--- src/rtl/quant_pkg.sv ---
`default_nettype none
// ============================================================================
// quant_pkg : shared types and constants for the 4x4 quantizer scheduler
// Revision  : 1.0
// ============================================================================
package quant_pkg;

  typedef enum logic [1:0] {
    IDLE  = 2'd0,
    DIV   = 2'd1,
    QUANT = 2'd2,
    OUT   = 2'd3
  } state_t;

  localparam int   QP_MAX    = 51;
  localparam logic SRC_INTRA = 1'b0;
  localparam logic SRC_INTER = 1'b1;

  localparam int COEF_MSB = 15;
  typedef logic [15:0][COEF_MSB:0] coef_block_t;

endpackage
`default_nettype wire

--- src/rtl/quant_sched_4x4_if.sv ---
`default_nettype none
// ============================================================================
// quant_sched_4x4_if : request, quantizer and output bundle of the scheduler
// Revision           : 1.0
// ============================================================================
interface quant_sched_4x4_if #(
  parameter int BIT_LENGTH = 15
);

  logic [1:0]                  req_valid;
  logic [1:0]                  req_ready;
  logic [5:0]                  req_qp0;
  logic [5:0]                  req_qp1;
  logic [15:0][BIT_LENGTH:0]   req_block0;
  logic [15:0][BIT_LENGTH:0]   req_block1;
  logic                        q_enable;
  logic                        q_mode;
  logic [15:0][BIT_LENGTH:0]   q_transformed;
  logic [3:0]                  q_qp_by_6;
  logic [2:0]                  q_qp_mod_6;
  logic [15:0][BIT_LENGTH:0]   q_quantized;
  logic                        out_valid;
  logic                        out_ready;
  logic [15:0][BIT_LENGTH:0]   out_block;
  logic                        out_src;
  logic [5:0]                  out_qp;

  // The scheduler side.
  modport slave (
    input  req_valid, req_qp0, req_qp1, req_block0, req_block1, q_quantized, out_ready,
    output req_ready, q_enable, q_mode, q_transformed, q_qp_by_6, q_qp_mod_6,
           out_valid, out_block, out_src, out_qp
  );

  modport master (
    output req_valid, req_qp0, req_qp1, req_block0, req_block1, q_quantized, out_ready,
    input  req_ready, q_enable, q_mode, q_transformed, q_qp_by_6, q_qp_mod_6,
           out_valid, out_block, out_src, out_qp
  );

endinterface
`default_nettype wire

--- src/rtl/qp_divmod6.sv ---
`default_nettype none
// ============================================================================
// qp_divmod6 : iterative QP/6 and QP%6, one subtraction per cycle after load
// Revision   : 1.0
// ============================================================================
module qp_divmod6 (
  input  logic       clk,
  input  logic       reset,
  input  logic       load,
  input  logic [5:0] qp,
  output logic       busy,
  output logic [3:0] quo,
  output logic [2:0] rem
);

  logic [5:0] rem_q, rem_d;
  logic [3:0] quo_q, quo_d;

  always_comb begin
    rem_d = rem_q;
    quo_d = quo_q;
    if (load) begin
      rem_d = qp;
      quo_d = 4'd0;
    end else if (rem_q >= 6'd6) begin
      rem_d = rem_q - 6'd6;
      quo_d = quo_q + 4'd1;
    end
  end

  always_ff @(posedge clk or negedge reset) begin
    if (!reset) begin
      rem_q <= 6'd0;
      quo_q <= 4'd0;
    end else begin
      rem_q <= rem_d;
      quo_q <= quo_d;
    end
  end

  // Once busy drops the remainder is below 6, so the low three bits hold it.
  assign busy = (rem_q >= 6'd6);
  assign quo  = quo_q;
  assign rem  = rem_q[2:0];

endmodule
`default_nettype wire

--- src/rtl/quant_sched_4x4.sv ---
`default_nettype none
// ============================================================================
// quant_sched_4x4 : round-robin scheduler feeding the shared 4x4 quantizer
// Revision        : 1.0
// ============================================================================
module quant_sched_4x4
  import quant_pkg::*;
#(
  parameter int BIT_LENGTH    = 15,
  parameter int QUANT_LATENCY = 1,
  parameter int QP_MAX        = quant_pkg::QP_MAX
) (
  input  logic             clk,
  input  logic             reset,
  quant_sched_4x4_if.slave bus
);

  typedef logic [15:0][BIT_LENGTH:0] blk_t;

  localparam int               CNT_W    = $clog2(QUANT_LATENCY + 1) + 1;
  localparam logic [CNT_W-1:0] CNT_LAST = CNT_W'(QUANT_LATENCY);
  localparam logic [5:0]       QP_CLAMP = 6'(QP_MAX);

  state_t           state_q, state_d;
  logic             last_grant_q, last_grant_d;
  logic             src_q, src_d;
  logic [5:0]       qp_q, qp_d;
  blk_t             blk_q, blk_d;
  blk_t             out_blk_q, out_blk_d;
  logic [3:0]       by6_q, by6_d;
  logic [2:0]       mod6_q, mod6_d;
  logic [CNT_W-1:0] cnt_q, cnt_d;

  logic       grant;
  logic [5:0] qp_req;
  logic [5:0] qp_sat;
  logic [1:0] req_ready;
  logic       load;
  logic       q_enable;
  logic       q_mode;
  logic       out_valid;
  logic       dm_busy;
  logic [3:0] dm_quo;
  logic [2:0] dm_rem;

  // On contention the source that did not win last time is served.
  always_comb begin
    grant = SRC_INTRA;
    case (bus.req_valid)
      2'b10:   grant = SRC_INTER;
      2'b11:   grant = ~last_grant_q;
      default: grant = SRC_INTRA;
    endcase
  end

  assign qp_req = grant ? bus.req_qp1 : bus.req_qp0;
  assign qp_sat = (qp_req > QP_CLAMP) ? QP_CLAMP : qp_req;

  qp_divmod6 u_divmod (
    .clk   (clk),
    .reset (reset),
    .load  (load),
    .qp    (qp_sat),
    .busy  (dm_busy),
    .quo   (dm_quo),
    .rem   (dm_rem)
  );

  always_comb begin
    state_d      = state_q;
    last_grant_d = last_grant_q;
    src_d        = src_q;
    qp_d         = qp_q;
    blk_d        = blk_q;
    out_blk_d    = out_blk_q;
    by6_d        = by6_q;
    mod6_d       = mod6_q;
    cnt_d        = cnt_q;
    req_ready    = 2'b00;
    load         = 1'b0;
    q_enable     = 1'b0;
    q_mode       = 1'b0;
    out_valid    = 1'b0;
    case (state_q)
      IDLE: begin
        if (bus.req_valid != 2'b00) begin
          req_ready[grant] = 1'b1;
          load             = 1'b1;
          last_grant_d     = grant;
          src_d            = grant;
          qp_d             = qp_sat;
          blk_d            = grant ? bus.req_block1 : bus.req_block0;
          state_d          = DIV;
        end
      end
      DIV: begin
        if (!dm_busy) begin
          by6_d   = dm_quo;
          mod6_d  = dm_rem;
          cnt_d   = '0;
          state_d = QUANT;
        end
      end
      QUANT: begin
        q_enable = 1'b1;
        q_mode   = (src_q == SRC_INTRA);
        if (cnt_q == CNT_LAST) begin
          out_blk_d = bus.q_quantized;
          state_d   = OUT;
        end else begin
          cnt_d = cnt_q + 1'b1;
        end
      end
      OUT: begin
        out_valid = 1'b1;
        if (bus.out_ready) begin
          state_d = IDLE;
        end
      end
      default: state_d = IDLE;
    endcase
  end

  always_ff @(posedge clk or negedge reset) begin
    if (!reset) begin
      state_q      <= IDLE;
      last_grant_q <= SRC_INTER;
      src_q        <= 1'b0;
      qp_q         <= 6'd0;
      blk_q        <= '0;
      out_blk_q    <= '0;
      by6_q        <= 4'd0;
      mod6_q       <= 3'd0;
      cnt_q        <= '0;
    end else begin
      state_q      <= state_d;
      last_grant_q <= last_grant_d;
      src_q        <= src_d;
      qp_q         <= qp_d;
      blk_q        <= blk_d;
      out_blk_q    <= out_blk_d;
      by6_q        <= by6_d;
      mod6_q       <= mod6_d;
      cnt_q        <= cnt_d;
    end
  end

  assign bus.req_ready     = req_ready;
  assign bus.q_enable      = q_enable;
  assign bus.q_mode        = q_mode;
  assign bus.q_transformed = blk_q;
  assign bus.q_qp_by_6     = by6_q;
  assign bus.q_qp_mod_6    = mod6_q;
  assign bus.out_valid     = out_valid;
  assign bus.out_block     = out_blk_q;
  assign bus.out_src       = src_q;
  assign bus.out_qp        = qp_q;

endmodule
`default_nettype wire

--- src/flat_wrapper.sv ---
// flat-port wrapper written by rule: the top's interface ports become plain ports
module quant_sched_4x4_flat import quant_pkg::*;
#(
  parameter int BIT_LENGTH    = 15,
  parameter int QUANT_LATENCY = 1,
  parameter int QP_MAX        = quant_pkg::QP_MAX
)
  (clk, reset, bus_req_valid, bus_req_qp0, bus_req_qp1, bus_req_block0, bus_req_block1, bus_q_quantized, bus_out_ready, bus_req_ready, bus_q_enable, bus_q_mode, bus_q_transformed, bus_q_qp_by_6, bus_q_qp_mod_6, bus_out_valid, bus_out_block, bus_out_src, bus_out_qp);
  quant_sched_4x4_if #(.BIT_LENGTH(BIT_LENGTH)) bus_i ();
  input  logic clk;
  input  logic reset;
  input wire logic [$bits(bus_i.req_valid)-1:0] bus_req_valid;
  input wire logic [$bits(bus_i.req_qp0)-1:0] bus_req_qp0;
  input wire logic [$bits(bus_i.req_qp1)-1:0] bus_req_qp1;
  input wire logic [$bits(bus_i.req_block0)-1:0] bus_req_block0;
  input wire logic [$bits(bus_i.req_block1)-1:0] bus_req_block1;
  input wire logic [$bits(bus_i.q_quantized)-1:0] bus_q_quantized;
  input wire logic [$bits(bus_i.out_ready)-1:0] bus_out_ready;
  output wire logic [$bits(bus_i.req_ready)-1:0] bus_req_ready;
  output wire logic [$bits(bus_i.q_enable)-1:0] bus_q_enable;
  output wire logic [$bits(bus_i.q_mode)-1:0] bus_q_mode;
  output wire logic [$bits(bus_i.q_transformed)-1:0] bus_q_transformed;
  output wire logic [$bits(bus_i.q_qp_by_6)-1:0] bus_q_qp_by_6;
  output wire logic [$bits(bus_i.q_qp_mod_6)-1:0] bus_q_qp_mod_6;
  output wire logic [$bits(bus_i.out_valid)-1:0] bus_out_valid;
  output wire logic [$bits(bus_i.out_block)-1:0] bus_out_block;
  output wire logic [$bits(bus_i.out_src)-1:0] bus_out_src;
  output wire logic [$bits(bus_i.out_qp)-1:0] bus_out_qp;
  assign bus_i.req_valid = bus_req_valid;
  assign bus_i.req_qp0 = bus_req_qp0;
  assign bus_i.req_qp1 = bus_req_qp1;
  assign bus_i.req_block0 = bus_req_block0;
  assign bus_i.req_block1 = bus_req_block1;
  assign bus_i.q_quantized = bus_q_quantized;
  assign bus_i.out_ready = bus_out_ready;
  assign bus_req_ready = bus_i.req_ready;
  assign bus_q_enable = bus_i.q_enable;
  assign bus_q_mode = bus_i.q_mode;
  assign bus_q_transformed = bus_i.q_transformed;
  assign bus_q_qp_by_6 = bus_i.q_qp_by_6;
  assign bus_q_qp_mod_6 = bus_i.q_qp_mod_6;
  assign bus_out_valid = bus_i.out_valid;
  assign bus_out_block = bus_i.out_block;
  assign bus_out_src = bus_i.out_src;
  assign bus_out_qp = bus_i.out_qp;
  quant_sched_4x4 #(.BIT_LENGTH(BIT_LENGTH), .QUANT_LATENCY(QUANT_LATENCY), .QP_MAX(QP_MAX)) u_core (.clk(clk), .reset(reset), .bus(bus_i));
endmodule
--- config.mk ---
export PLATFORM = sky130hd
export DESIGN_NAME = quant_sched_4x4_flat
export DESIGN_NICKNAME = d
export VERILOG_FILES = /design/src/rtl/quant_pkg.sv /design/src/rtl/quant_sched_4x4_if.sv /design/src/rtl/qp_divmod6.sv /design/src/rtl/quant_sched_4x4.sv /design/src/flat_wrapper.sv
export SDC_FILE = /design/constraint.sdc
export NUM_CORES = 1
export LEC_CHECK = 0
export BUFFER_PORTS_ARGS = -buffer_cell sky130_fd_sc_hd__buf_2
export CORE_AREA = 2 2 506 508
export CTS_BUF_LIST = sky130_fd_sc_hd__clkbuf_16
export CTS_CLUSTER_DIAMETER = 80
export DETAILED_ROUTE_END_ITERATION = 8
export DIE_AREA = 0 0 508 510
export PLACE_DENSITY = 0.3
export SYNTH_ARGS = -nofsm -noshare
export SYNTH_HDL_FRONTEND = slang
export SYNTH_HIERARCHICAL = 1
export SYNTH_SLANG_ARGS = --single-unit
--- constraint.sdc ---
create_clock -name clk -period 2.4 [get_ports clk]
set_clock_uncertainty 0.05 [all_clocks]
set_input_delay 0.6 -clock clk [delete_from_list [all_inputs] [get_ports clk]]
set_output_delay 0.6 -clock clk [all_outputs]
set_load 0.005 [all_outputs]
==> run metrics, run 1 <==
fin util 0.154; switching pwr approximately 18000 uW; initial antenna violation count 108; Port Buf Inserts 1315; Max Transition Viols Final 0; Synth-to-Final Area Change 73.0%; crit-path cells a21boi_4 -> and2_4 -> buf_6; Tcrit/Tclk final 0.962; gr usage total 0.120; Syn Inst Count 2080; Post-Route WL 162000 um; Final Hold Fails 0; total internal power 29500 uW; syn_area_per_cell 10.8 um2; layout cells sized above 1 0.485; worst skew pair latency around 0.69 ns; routability cong. a little under 0.9; Max clock buf depth 3; Req. time, crit path 1.75 ns; Worst Hold Depth 2; Via Count about 23000; Sink Count 541; peak supply drop 460 uV; Max Cap Viol 0; Iter 0 DRT Violations 1092; I/O pin count 1316; placed cells 6708; Die Height approximately 500 um; Slowest cell on crit path dfstp_2; WP buf/inv 1; CP endpoint kind primary output; Worst EP arrival around 1.7 ns; hold_ws ~0.11 ns; Die W 508 um; Fill cells 28900; R2R depth 10; Sw Share 0.385; clk root buf clkbuf_16; Flop pwr share 0.348; Final #Nets 4474; Comb power frac 0.407; Post-Layout Cell Count 7151; Worst slew margin 0.557; TritonCTS clock tree built; CP max stage delay 0.59 ns; leakage 0.0176 uW; DRT Pass-1 Iters 7; Setup TNS Final 0 ns; Post-synth EDFFs 0; Power Density 1230 nW/um2; CP top delay family flip-flops; WL per Instance 22.6 um; critical path depth 3; H-tree levels 3; Min-Delay Path Class in2reg; Crit Path Max Fanout 4; fmax approximately 0.43 GHz; placed instance area 33600 um2; vias in the first global route about 24000; largest net degree at the start of global routing 90; clock slew seen by the registers of the worst setup and hold paths 0.06 ns; Die ar. ~260000 um2; count of cell types in the netlist between 40 and 50; wire length of the first global-routing pass 211000 um; CP Launch Type flop; syn nets 2872; # rows ~190; Yosys reg bits approximately 540; Mapped Area approximately 22000 um2; register area share after synthesis 0.602; Remaining Overflow, GRT 0; Final Cell Area 38900 um2; RSZ-0062 raised after global routing yes; DR vias/cell 3.16; Ys Warns 6; status finished clean; post-DP HPWL 137000 um; worst slew pin tran 0.664 ns; CORE AREA 253000 um2; Num CTS Buffers 79; Most used DFF post-synth dfrtp_1; ys async rst share 1.00; DRC Markers 0; starting density of the core 0.0888; clock network power share 0.245; Setup CP Type reg2out; Final setup viols 0; Routed Antenna Nets 0; Final min period 2.31 ns
==> cell usage after synthesis, types with 2 or more instances <==
| cell | n | area share |
|---|---|---|
| dfrtp_1 | 540 | 0.60 |
| nand2_1 | 531 | 0.089 |
| mux2_2 | 268 | 0.13 |
| nor2_1 | 262 | 0.044 |
| a31oi_1 | 258 | 0.072 |
| buf_2 | 98 | 0.022 |
| buf_4 | 27 | 0.0090 |
| clkbuf_1 | 20 | 0.0033 |
| ha_1 | 7 | 0.0039 |
| nand3_1 | 7 | 0.0016 |
| a21oi_1 | 6 | 0.0013 |
| inv_1 | 6 | 0.0010 |
| nor2b_1 | 6 | 0.0017 |
| o21ai_0 | 4 | 0.00089 |
| a22o_1 | 3 | 0.0012 |
| buf_6 | 3 | 0.0015 |
| o31ai_1 | 3 | 0.0010 |
| xnor2_1 | 3 | 0.0012 |
| a41oi_1 | 2 | 0.00078 |
| and2_1 | 2 | 0.00056 |
| o211ai_1 | 2 | 0.00067 |
| o21bai_1 | 2 | 0.00067 |
| or3_2 | 2 | 0.00067 |
==> layout make-up <==
cell class,count,area (um2),share of cell area
clock buffer,79,1980,0.0508
sequential,541,13500,0.348
tap,3366,4210,0.108
antenna,39,97.6,0.00251
timing repair buffer,1670,10300,0.264
inverter,7,26.3,0.000675
multi-input combinational,1383,8200,0.211
clock inverter,66,586,0.0150
==> final timing paths <==
check | start | to | slack [ns]
worst min register to register | u_core/bus.out_block[162]$_DFFE_PN0P_ | u_core/bus.out_block[162]$_DFFE_PN0P_ | 0.45
max in group asynchronous | reset | u_core/bus.out_qp[3]$_DFFE_PN0P_ | 1.05
min in group asynchronous | reset | u_core/bus.out_block[90]$_DFFE_PN0P_ | 0.29
worst max-delay path | u_core/last_grant_q$_DFFE_PN1P_ | bus_req_ready[1] | 0.09
worst min-delay path | bus_q_quantized[38] | u_core/bus.out_block[38]$_DFFE_PN0P_ | 0.11
worst max register to register | u_core/state_q[0]$_DFFE_PN0P_ | u_core/bus.q_transformed[178]$_DFFE_PN0P_ | 0.19
==> stage by stage <==
step,setup WS [ns],power [uW]
6_report,0.0918,48000
3_5_place_dp,0.213,36400
3_3_place_gp,0.206,36300
2_1_floorplan,0.227,24600
5_1_grt,-0.0517,51500
4_1_cts,-0.0594,49300
==> flip-flops by register name (all words and copies together), names as in the netlist <==
name                      cells
u_core/bus.out_block        256
u_core/bus.out_qp             6
u_core/bus.out_src            1
u_core/bus.q_qp_by_6          4
u_core/bus.q_qp_mod_6         3
u_core/bus.q_transformed    256
u_core/cnt_q                  2
u_core/last_grant_q           1
u_core/state_q                2
u_core/u_divmod/quo           4
u_core/u_divmod/rem_q         6
==> logic make-up after synthesis <==
family / count (synthesis) / share of synthesized area
flip-flops: 541 / 0.602
buffers and inverters: 156 / 0.0370
XOR/XNOR: 4 / 0.00156
AND/OR/NAND/NOR: 813 / 0.138
multiplexers: 271 / 0.136
adder cells (fa/ha/maj): 7 / 0.00389
AO/OA/AOI/OAI: 288 / 0.0824
==> repair_timing <==
| item | 4_1_cts | 5_1_grt |
|---|---|---|
| endpoints found under the hold margin | 348 | 0 |
| endpoints found under the setup margin | 4 | 9 |
| setup buffers | 7 | 2 |
| hold buffers | 251 | 0 |
| gates resized for setup | 13 | 4 |
| pin swaps | 2 | 2 |
==> power groups by stage <==
stage          sequential (uW)  combinational [uW]  clock [uW]
3_5_place_dp             16900               19500           0
4_1_cts                  16800               20100       12400
5_1_grt                  17300               21600       12700
2_1_floorplan            16600                7990           0
6_report                 16700               19500       11800
3_3_place_gp             16800               19500           0
==> cell usage in the layout, fill, tap and decap left out, types with 5 or more instances in the layout <==
| master | synthesis | routed |
|---|---|---|
| a21oi_1 | 6 | 6 |
| a31oi_1 | 258 | 258 |
| buf_12 | 0 | 30 |
| buf_2 | 98 | 1313 |
| buf_4 | 27 | 73 |
| bufinv_16 | 0 | 6 |
| clkbuf_16 | 0 | 79 |
| clkinv_1 | 0 | 13 |
| clkinv_2 | 0 | 11 |
| dfrtp_1 | 540 | 539 |
| diode_2 | 0 | 39 |
| dlygate4sd3_1 | 0 | 251 |
| inv_1 | 6 | 27 |
| mux2_2 | 268 | 268 |
| nand2_1 | 531 | 529 |
| nand3_1 | 7 | 7 |
| nor2_1 | 262 | 261 |
| nor2b_1 | 6 | 5 |
==> layer usage <==
| layer | routed length (um) | vias to the layer above | GRT usage |
|---|---|---|---|
| li1 | - | 10400 | - |
| met1 | 56300 | 10700 | 0.121 |
| met2 | 80900 | 1156 | 0.215 |
| met3 | 16500 | 299 | 0.0491 |
| met4 | 7830 | 56 | 0.0531 |
| met5 | 372 | - | 0 |
==> worst register-to-register path, stage by stage (launching register included) <==
cell and delay, ns:
dfrtp_1 0.40, inv_2 0.11, ha_4 0.17, buf_4 0.12, o21a_4 0.12, buf_12 0.12
buf_16 0.16, buf_4 0.18, nor2_1 0.05, a31oi_1 0.13, dlygate4sd3_1 0.55
(Power assumes the default switching activity.)
==> inputs of run 2 (changes only) <==
==> constraint.sdc (replaced) <==
create_clock -name clk -period 2.4 [get_ports clk]
set_clock_uncertainty 0.05 [all_clocks]
set_input_delay 0.24 -clock clk [delete_from_list [all_inputs] [get_ports clk]]
set_output_delay 0.24 -clock clk [all_outputs]
set_load 0.005 [all_outputs]
==> run 2 against run 1 <==
Via count increased by 9.9%. Maximum frequency decreased by 0.39%. Clock power decreased by 3%. Count of clock-buffer cells in the layout shrank 2. Flip-flop and latch count did not move. Sequential share of layout area shrank 4.3 points. Global-route usage increased by 0.20 points. Register-to-register slack got worse by 0.11 ns. Combinational power increased by 13%. Sequential power hardly changed. Hold slack worse by 0.0013 ns. Worst setup slack worse by 0.0090 ns. Largest power group unchanged. Highest routed layer unchanged.
==> run metrics, run 2 (synthesized netlist as in run 1, its figures left out) <==
status finished clean; peak supply drop 519 uV (+13%); Final Hold Fails 0 (unchanged); worst skew pair latency 0.66 ns (-0.03 ns); highest-count cells in the layout ignoring fill and taps buf_2, dlygate4sd3_1, dfrtp_1; Port Buf Inserts 1315 (unchanged); DP Worst Slack 0.228 ns (+0.0155 ns); Tcrit/Tclk final 0.965 (+0.00374); I/O pin count 1316 (unchanged); crit-path cells inv_1 -> ha_2 -> o21a_4 -> buf_12 -> buf_12 -> nor2_1 -> a31oi_1 -> dlygate4sd3_1; worst slew pin tran 0.503 ns (-0.161 ns); Req. time, crit path 2.96 ns (+1.21 ns); Setup CP Type reg2reg; placed cells 6710 (+0.030%); Die Height 510 um (unchanged); Max clock buf depth 3 (unchanged); CP max stage delay 0.56 ns (-0.03 ns); clock slew seen by the registers of the worst setup and hold paths 0.05 ns (about the same); Fill cells 28700 (-0.92%); Max Cap Viol 0 (unchanged); Final setup viols 0 (unchanged); DRT Pass-1 Iters 5 (-2); DRC Markers 0 (unchanged); Die W 508 um (unchanged); Worst EP arrival 2.88 ns (+1.22 ns); Synth-to-Final Area Change 97.6%; Die ar. 259000 um2 (unchanged); post-DP HPWL 137000 um (-0.38%); Sink Count 541 (unchanged); WL per Instance 21.6 um (-4.5%); Min-Delay Path Class in2reg; Worst slew margin 0.665 (+0.107); Top cell by count, worst path buf_12; H-tree levels 3 (unchanged); Via Count 24800 (+9.9%); commonest non-fill, non-tap cell in the layout buf_2; Iter 0 DRT Violations 1086 (-0.55%); starting density of the core 0.0888 (unchanged); # rows 185 (unchanged); TritonCTS clock tree built; wire length of the first global-routing pass 218000 um (+3.7%); fmax 0.432 GHz (-0.39%); vias in the first global route 26700 (+12%); final worst-path setup slack 0.0828 ns (-0.00899 ns); Remaining Overflow, GRT 0 (unchanged); Slowest cell on crit path dlygate4sd3_1; routability cong. 0.873 (-2.1%); placed instance area 33800 um2 (+0.45%); Final min period 2.32 ns (+0.00899 ns); Crit Path Max Fanout 31 (+27); CP Launch Type flop; Post-Route WL 166000 um (+2.5%); Max Transition Viols Final 0 (unchanged); Routed Antenna Nets 0 (unchanged); Worst Hold Depth 4 (+2); layout cells sized above 1 0.424 (-0.0617); initial antenna violation count 81 (-25%); Num CTS Buffers 77 (-2.5%); Final #Nets 5012 (+12%); CP endpoint kind flop; largest net degree at the start of global routing 80 (-11%); R2R depth 8 (-2); RSZ-0062 raised after global routing yes; Power Density 1120 nW/um2 (-8.7%); Post-Layout Cell Count 7670 (+7.3%); gr usage total 0.122 (+0.00199); Final Cell Area 44500 um2 (+14%); clk root buf clkbuf_16; leakage 0.0199 uW (+13%); DR vias/cell 3.24 (+2.4%); worst reg-to-reg setup slack 0.08 ns (-0.11 ns); CORE AREA 253000 um2 (unchanged)
-- run 2: changes by cell type in the layout (fill, tap and decap cells not counted), moves of 3 or more --
cell	delta
dlygate4sd3_1	+538
buf_4	-21
inv_1	-7
buf_12	+6
buf_16	+6
clkinv_1	-6
buf_6	+3
diode_2	-3
-- run 2: area by class of cell --
| cell class | count | area (um2) | share of cell area |
|---|---|---|---|
| inverter | 7 | 26.3 | 0.000591 |
| antenna | 36 | 90.1 | 0.00203 |
| multi-input combinational | 1383 | 8160 | 0.183 |
| sequential | 541 | 13500 | 0.304 |
| clock inverter | 50 | 504 | 0.0113 |
| timing repair buffer | 2210 | 16000 | 0.360 |
| clock buffer | 77 | 1930 | 0.0433 |
| tap | 3366 | 4210 | 0.0947 |
-- run 2: critical path, delay by kind of cell (launching register included) --
family	cells	cell delay (ns)
buffers and inverters	4	1.08
DFF	1	0.41
AOI/OAI and AO/OA	2	0.30
and+or+nand+nor	1	0.07
adders and majority gates	1	0.25
-- run 2: what timing repair did --
item / in CTS / in global routing
resized for setup: 0 / 16
hold buffers: 790 / 0
endpoints found under the setup margin: 1 / 98
gates cloned: 2 / 3
endpoints found under the hold margin: 977 / 0
buffers inserted: 1 / 1
pin swaps: 1 / 1
-- run 2: final timing paths --
kind / start / endpoint
min in group asynchronous: reset / u_core/bus.out_block[82]$_DFFE_PN0P_
worst min-delay path: bus_req_qp0[5] / u_core/u_divmod/rem_q[5]$_DFFE_PN0P_
worst max-delay path: u_core/state_q[0]$_DFFE_PN0P_ / u_core/bus.q_transformed[149]$_DFFE_PN0P_
worst min register to register: u_core/bus.out_block[1]$_DFFE_PN0P_ / u_core/bus.out_block[1]$_DFFE_PN0P_
max in group asynchronous: reset / u_core/bus.q_transformed[97]$_DFFE_PN0P_
worst max register to register: u_core/state_q[0]$_DFFE_PN0P_ / u_core/bus.q_transformed[149]$_DFFE_PN0P_
-- run 2: through the flow --
stage                     setup TNS, ns  total power, uW  utilization  hold WS, ns
after floorplan                       0            24600            -       -0.106
after global placement                0            36400        0.133        0.141
after detailed placement              0            36500        0.133        0.140
after CTS                             0            51100        0.174       0.0812
after global routing             -0.852            53700        0.175        0.119
final                                 0            50000        0.175        0.104
-- run 2: power breakdown --
group | total [uW] | switching [uW] | internal (uW)
logic | 22000 | 11100 | 10800
clock network | 11400 | 4870 | 6520
registers | 16700 | 2810 | 13900
total | 50000 | 18800 | 31200
-- run 2: metal layers --
layer | routed length [um] | up-vias | global-route usage | part of all wire
li1 | - | 11400 | - | -
met5 | 232 | - | 0 | 0.0014
met2 | 85100 | 1135 | 0.223 | 0.51
met3 | 15000 | 247 | 0.0463 | 0.090
met4 | 6050 | 36 | 0.0468 | 0.036
met1 | 59500 | 12000 | 0.124 | 0.36
